==> src/rtl/riscv_decode_queue.sv <==
// Decode/buffer stage feeding issue: classifies fetched instructions at push
// time and holds up to DEPTH decoded entries in a flushable FIFO.
module riscv_decode_queue #(
  parameter int DEPTH          = 2,
  parameter bit SUPPORT_MULDIV = 1
) (
  input  logic        clk,
  input  logic        rst_n,
  input  logic        fetch_in_valid,
  input  logic [31:0] fetch_in_instr,
  input  logic [31:0] fetch_in_pc,
  input  logic        fetch_in_fault_fetch,
  input  logic        fetch_in_fault_page,
  output logic        fetch_in_accept,
  input  logic        branch_request,
  output logic        fetch_out_valid,
  output logic [31:0] fetch_out_instr,
  output logic [31:0] fetch_out_pc,
  output logic        fetch_out_fault_fetch,
  output logic        fetch_out_fault_page,
  output logic        fetch_out_is_exec,
  output logic        fetch_out_is_lsu,
  output logic        fetch_out_is_branch,
  output logic        fetch_out_is_mul,
  output logic        fetch_out_is_div,
  output logic        fetch_out_is_csr,
  output logic        fetch_out_rd_valid,
  output logic        fetch_out_is_invalid,
  input  logic        fetch_out_accept
);
  localparam int PW = $clog2(DEPTH);
  localparam int CW = PW + 1;
  localparam logic [CW-1:0] FULL = CW'(DEPTH);

  logic [31:0]   r_instr [DEPTH];
  logic [31:0]   r_pc    [DEPTH];
  logic [1:0]    r_fault [DEPTH];
  logic [7:0]    r_flags [DEPTH];
  logic [PW-1:0] r_wr_ptr;
  logic [PW-1:0] r_rd_ptr;
  logic [CW-1:0] r_count;

  logic       w_push;
  logic       w_pop;
  logic [6:0] w_opc;
  logic [2:0] w_f3;
  logic [6:0] w_f7;
  logic       w_exec, w_lsu, w_branch, w_mul, w_div, w_csr, w_rd_wr, w_bad;
  logic [7:0] w_flags;

  assign fetch_in_accept = (r_count != FULL);
  assign fetch_out_valid = (r_count != '0);
  assign w_push = fetch_in_valid & fetch_in_accept & ~branch_request;
  assign w_pop  = fetch_out_valid & fetch_out_accept;

  assign w_opc = fetch_in_instr[6:0];
  assign w_f3  = fetch_in_instr[14:12];
  assign w_f7  = fetch_in_instr[31:25];

  always_comb begin
    w_exec   = 1'b0;
    w_lsu    = 1'b0;
    w_branch = 1'b0;
    w_mul    = 1'b0;
    w_div    = 1'b0;
    w_csr    = 1'b0;
    w_rd_wr  = 1'b0;
    w_bad    = 1'b0;
    case (w_opc)
      7'b0110111, 7'b0010111, 7'b0010011: begin
        w_exec  = 1'b1;
        w_rd_wr = 1'b1;
      end
      7'b0110011: begin
        if (w_f7 == 7'b0000000 || w_f7 == 7'b0100000) begin
          w_exec  = 1'b1;
          w_rd_wr = 1'b1;
        end else if (w_f7 == 7'b0000001 && SUPPORT_MULDIV) begin
          w_mul   = ~w_f3[2];
          w_div   = w_f3[2];
          w_rd_wr = 1'b1;
        end else begin
          w_bad = 1'b1;
        end
      end
      7'b1101111: begin
        w_exec   = 1'b1;
        w_branch = 1'b1;
        w_rd_wr  = 1'b1;
      end
      7'b1100111: begin
        w_exec   = (w_f3 == 3'b000);
        w_branch = (w_f3 == 3'b000);
        w_rd_wr  = (w_f3 == 3'b000);
        w_bad    = (w_f3 != 3'b000);
      end
      7'b1100011: begin
        w_bad    = (w_f3 == 3'b010 || w_f3 == 3'b011);
        w_exec   = ~w_bad;
        w_branch = ~w_bad;
      end
      7'b0000011: begin
        w_bad   = (w_f3 == 3'b011 || w_f3 == 3'b110 || w_f3 == 3'b111);
        w_lsu   = ~w_bad;
        w_rd_wr = ~w_bad;
      end
      7'b0100011: begin
        w_bad = w_f3[2] | (w_f3[1] & w_f3[0]);
        w_lsu = ~w_bad;
      end
      7'b0001111: w_exec = 1'b1;
      7'b1110011: begin
        w_bad   = (w_f3 == 3'b100);
        w_csr   = ~w_bad;
        w_rd_wr = (w_f3 != 3'b000) & ~w_bad;
      end
      default: w_bad = 1'b1;
    endcase

    // Faults and illegal encodings are both routed to the CSR/trap unit.
    if (fetch_in_fault_fetch | fetch_in_fault_page)
      w_flags = 8'b0000_0100;
    else if (w_bad)
      w_flags = 8'b0000_0101;
    else
      w_flags = {w_exec, w_lsu, w_branch, w_mul, w_div, w_csr,
                 w_rd_wr & (fetch_in_instr[11:7] != 5'd0), 1'b0};
  end

  always_ff @(posedge clk) begin
    if (rst_n) begin
      r_wr_ptr <= '0;
      r_rd_ptr <= '0;
      r_count  <= '0;
      for (int i = 0; i < DEPTH; i++) begin
        r_instr[i] <= '0;
        r_pc[i]    <= '0;
        r_fault[i] <= '0;
        r_flags[i] <= '0;
      end
    end else if (branch_request) begin
      r_wr_ptr <= '0;
      r_rd_ptr <= '0;
      r_count  <= '0;
    end else begin
      if (w_push) begin
        r_instr[r_wr_ptr] <= fetch_in_instr;
        r_pc[r_wr_ptr]    <= fetch_in_pc;
        r_fault[r_wr_ptr] <= {fetch_in_fault_fetch, fetch_in_fault_page};
        r_flags[r_wr_ptr] <= w_flags;
        r_wr_ptr          <= r_wr_ptr + PW'(1);
      end
      if (w_pop)
        r_rd_ptr <= r_rd_ptr + PW'(1);
      case ({w_push, w_pop})
        2'b10:   r_count <= r_count + CW'(1);
        2'b01:   r_count <= r_count - CW'(1);
        default: r_count <= r_count;
      endcase
    end
  end

  assign fetch_out_instr       = r_instr[r_rd_ptr];
  assign fetch_out_pc          = r_pc[r_rd_ptr];
  assign fetch_out_fault_fetch = r_fault[r_rd_ptr][1];
  assign fetch_out_fault_page  = r_fault[r_rd_ptr][0];
  assign fetch_out_is_exec     = r_flags[r_rd_ptr][7];
  assign fetch_out_is_lsu      = r_flags[r_rd_ptr][6];
  assign fetch_out_is_branch   = r_flags[r_rd_ptr][5];
  assign fetch_out_is_mul      = r_flags[r_rd_ptr][4];
  assign fetch_out_is_div      = r_flags[r_rd_ptr][3];
  assign fetch_out_is_csr      = r_flags[r_rd_ptr][2];
  assign fetch_out_rd_valid    = r_flags[r_rd_ptr][1];
  assign fetch_out_is_invalid  = r_flags[r_rd_ptr][0];

endmodule

==> config.mk <==
export PLATFORM = sky130hd
export DESIGN_NAME = riscv_decode_queue
export DESIGN_NICKNAME = d
export VERILOG_FILES = /design/src/rtl/riscv_decode_queue.sv
export SDC_FILE = /design/constraint.sdc
export NUM_CORES = 1
export LEC_CHECK = 0
export CAP_MARGIN = 25
export CORE_MARGIN = 2
export CORE_UTILIZATION = 30
export DETAILED_ROUTE_END_ITERATION = 6
export PLACE_DENSITY = 0.61
export SLEW_MARGIN = 20
export SYNTH_ARGS = -nofsm -noshare
export SYNTH_HDL_FRONTEND = slang
export SYNTH_SLANG_ARGS = --single-unit
==> constraint.sdc <==
create_clock -name clk -period 6.9 [get_ports clk]
set_clock_uncertainty 0.2 [all_clocks]
set_input_delay 1.38 -clock clk [delete_from_list [all_inputs] [get_ports clk]]
set_output_delay 1.38 -clock clk [all_outputs]
set_load 0.02 [all_outputs]
==> flow_summary.ini <==
[clock_tree]
h-tree-depth = 4
cts_resized = 0
clkLatencyLatePin_ps = 430
cts_buffer_depth = 2
cts_setup_buffers = 0
path_clk_slew_ps = 60
cts_tree = yes
clock-sinks = 153
clockRootBuffer = clkbuf_16
postCtsHoldBufs = 0
cts-buffers-inserted = 17

[routing]
wire_per_inst_um = 17.61
drt_first_pass_iters = 5
wirelength_um = 17050
drc = 0
drt_iter0_markers = 285
vias_per_cell = 4.728
ant_nets = 0
routed-via-count = 4577

[synth]
async_reset_ff_frac = 0
yosys_register_bits = 153
syn-instance-count = 506
synth_cell_type_count = 59
syn_area_um2 = 7097
avgSynthCellArea_um2 = 14.03
ys.flop_type = edfxtp_1
yosysWarnings = 0
synth-seq-area-share = 0.6403
synth_nets = 578
synth_edf_count = 148

[run]
max_cap_violations = 0

[sta]
finalHoldViolations = 0
fin_setup_tns_ps = 0
fmax_ghz = 0.2352
period_minus_slack_ps = 4251
worst_slack_ps = 2649
fin_crit_sh = 0.6161
setup_viol = 0
rsz0062_at_grt = no
slew_violations = 0
worst_slew_margin_rel = 0.4272
max_slew.worst_pin.slew_ps = 837.5

[placement]
place_congestion = 0.7551
dpl_worst_slack_ps = 2029
port_buffers = 146
dpl.hpwl_um = 10420

[floorplanning]
die_area_um2 = 24900
boundaryPins = 147
coreArea_um2 = 23330
start_util = 0.3042
die_x_um = 157.8
dieHeight_um = 157.8
num_rows = 56

[finish]
syn_to_final_growth_pct = 33.99
multiInputGateArea_um2 = 2375
final_common_cell = edfxtp_1
drive_gt1_frac = 0.1618
antenna_cells = 0
regArea_um2 = 4549
layout_common_cells = edfxtp_1 (148), clkdlybuf4s50_1 (146), and2_1 (64)
fillers = 2147
fin_nets = 708

[worst_setup_path]
path_max_fanout = 65
crit_type = input port to flop
cp.arrival_ps = 4150
cp-start-kind = input port
cp.required_ps = 6800
regToRegSetupSlack_ps = 3540
cp-end-kind = flop

[outcome]
outcome = completed

[power]
vdd_drop_max_uv = 125.0
power_leakage_nw = 3.637
p_per_area_nw_per_um2 = 242.5

[global_route]
grt_max_degree = 75
grt_pass1_wl_um = 25960
grt_usage = 0.1380
gr-total-overflow = 0
grt_pass1_vias = 4629
antenna_found_initial = 0

[worst_hold_path]
hp-class = flop to flop
## where the power goes
part           leakage [nW]  internal [W]  switching, W  total (W)
clock network         0.296      0.000587      0.000371   0.000957
logic                  1.74      0.000129      0.000141   0.000270
registers              1.60       0.00107     0.0000121    0.00108
## cell families (layout without fill, tap and decap cells)
family	Yosys count	count (layout)	share of synthesized area
AO/OA/AOI/OAI	24	24	0.02557
XOR/XNOR	5	5	0.006172
adder cells (fa/ha/maj)	1	1	0.001763
buffers and inverters	46	189	0.02962
flip-flops	153	153	0.6403
multiplexers	74	74	0.1174
AND/OR/NAND/NOR	203	203	0.1791
## stage by stage
stage	util	hold WS, ps	total power, W	instances	instance area [µm²]
finish	0.4076	360.6	0.002306	968	9509
global route	0.4076	384.7	0.002390	968	9509
detailed placement	0.3796	340.8	0.001369	934	8857
global placement	0.3784	336.1	0.001364	933	8830
CTS	0.4055	354.6	0.002330	966	9462
floorplan	-	320.2	0.001230	506	7097
## area by class of cell
cell class / instances / share of cell area
Inverter: 4 / 0.001579
Sequential cell: 153 / 0.4784
Clock buffer: 20 / 0.04803
Tap cell: 319 / 0.04197
Timing Repair Buffer: 153 / 0.1647
Clock inverter: 12 / 0.01553
Multi-Input combinational cell: 307 / 0.2497
## synth_stat cells, types with 2 or more instances
master    instances  area share
xnor2_1           3      0.0037
nand2_1           8      0.0042
a21oi_1           2      0.0014
mux2_1           27       0.043
nor3_1           11      0.0078
or2_1             2      0.0018
buf_6             2      0.0032
or4_4             2      0.0032
nor4_1           12       0.011
nand2b_1          6      0.0053
a211o_1           2      0.0025
buf_4             3      0.0032
edfxtp_1        148        0.63
inv_1             3      0.0016
xor2_1            2      0.0025
nand4b_1          2      0.0025
or4_1             2      0.0021
nor2_1           15      0.0079
o21ai_1           2      0.0014
a211oi_1          2      0.0021
dfxtp_1           5       0.014
o21bai_1          2      0.0021
and3_1           63       0.056
o31a_1            2      0.0025
and2_1           64       0.056
clkbuf_1         35       0.019
mux2_2           47       0.075
## metal layers
metal | vias up | track usage | part of all wire
met5 | - | 0 | 0
met4 | 0 | 0.05065 | 0.016
met3 | 15 | 0.03039 | 0.054
met2 | 141 | 0.2269 | 0.49
met1 | 2269 | 0.1787 | 0.44
li1 | 2152 | - | -
## flip-flops by register name, summed over array words and instances (netlist names), named ones only
name,cells
r_pc,64
r_wr_ptr,1
r_rd_ptr,1
r_instr,64
r_count,2
r_flags,16
r_fault,4
## critical path, cell delays in order
cell	delay, ps
clkdlybuf4s50_1	590
nor3_2	220
buf_4	550
nand2_1	490
nand2b_4	580
buf_12	300
## worst paths after layout
check	cells past startpoint	endpoint	start
min reg2reg	2	flop	r_rd_ptr
max	6	r_pc[1][31]	rst_n
max reg2reg	7	r_pc[1][31]	r_count[0]
min	2	flop	r_rd_ptr
(Power assumes the default switching activity.)
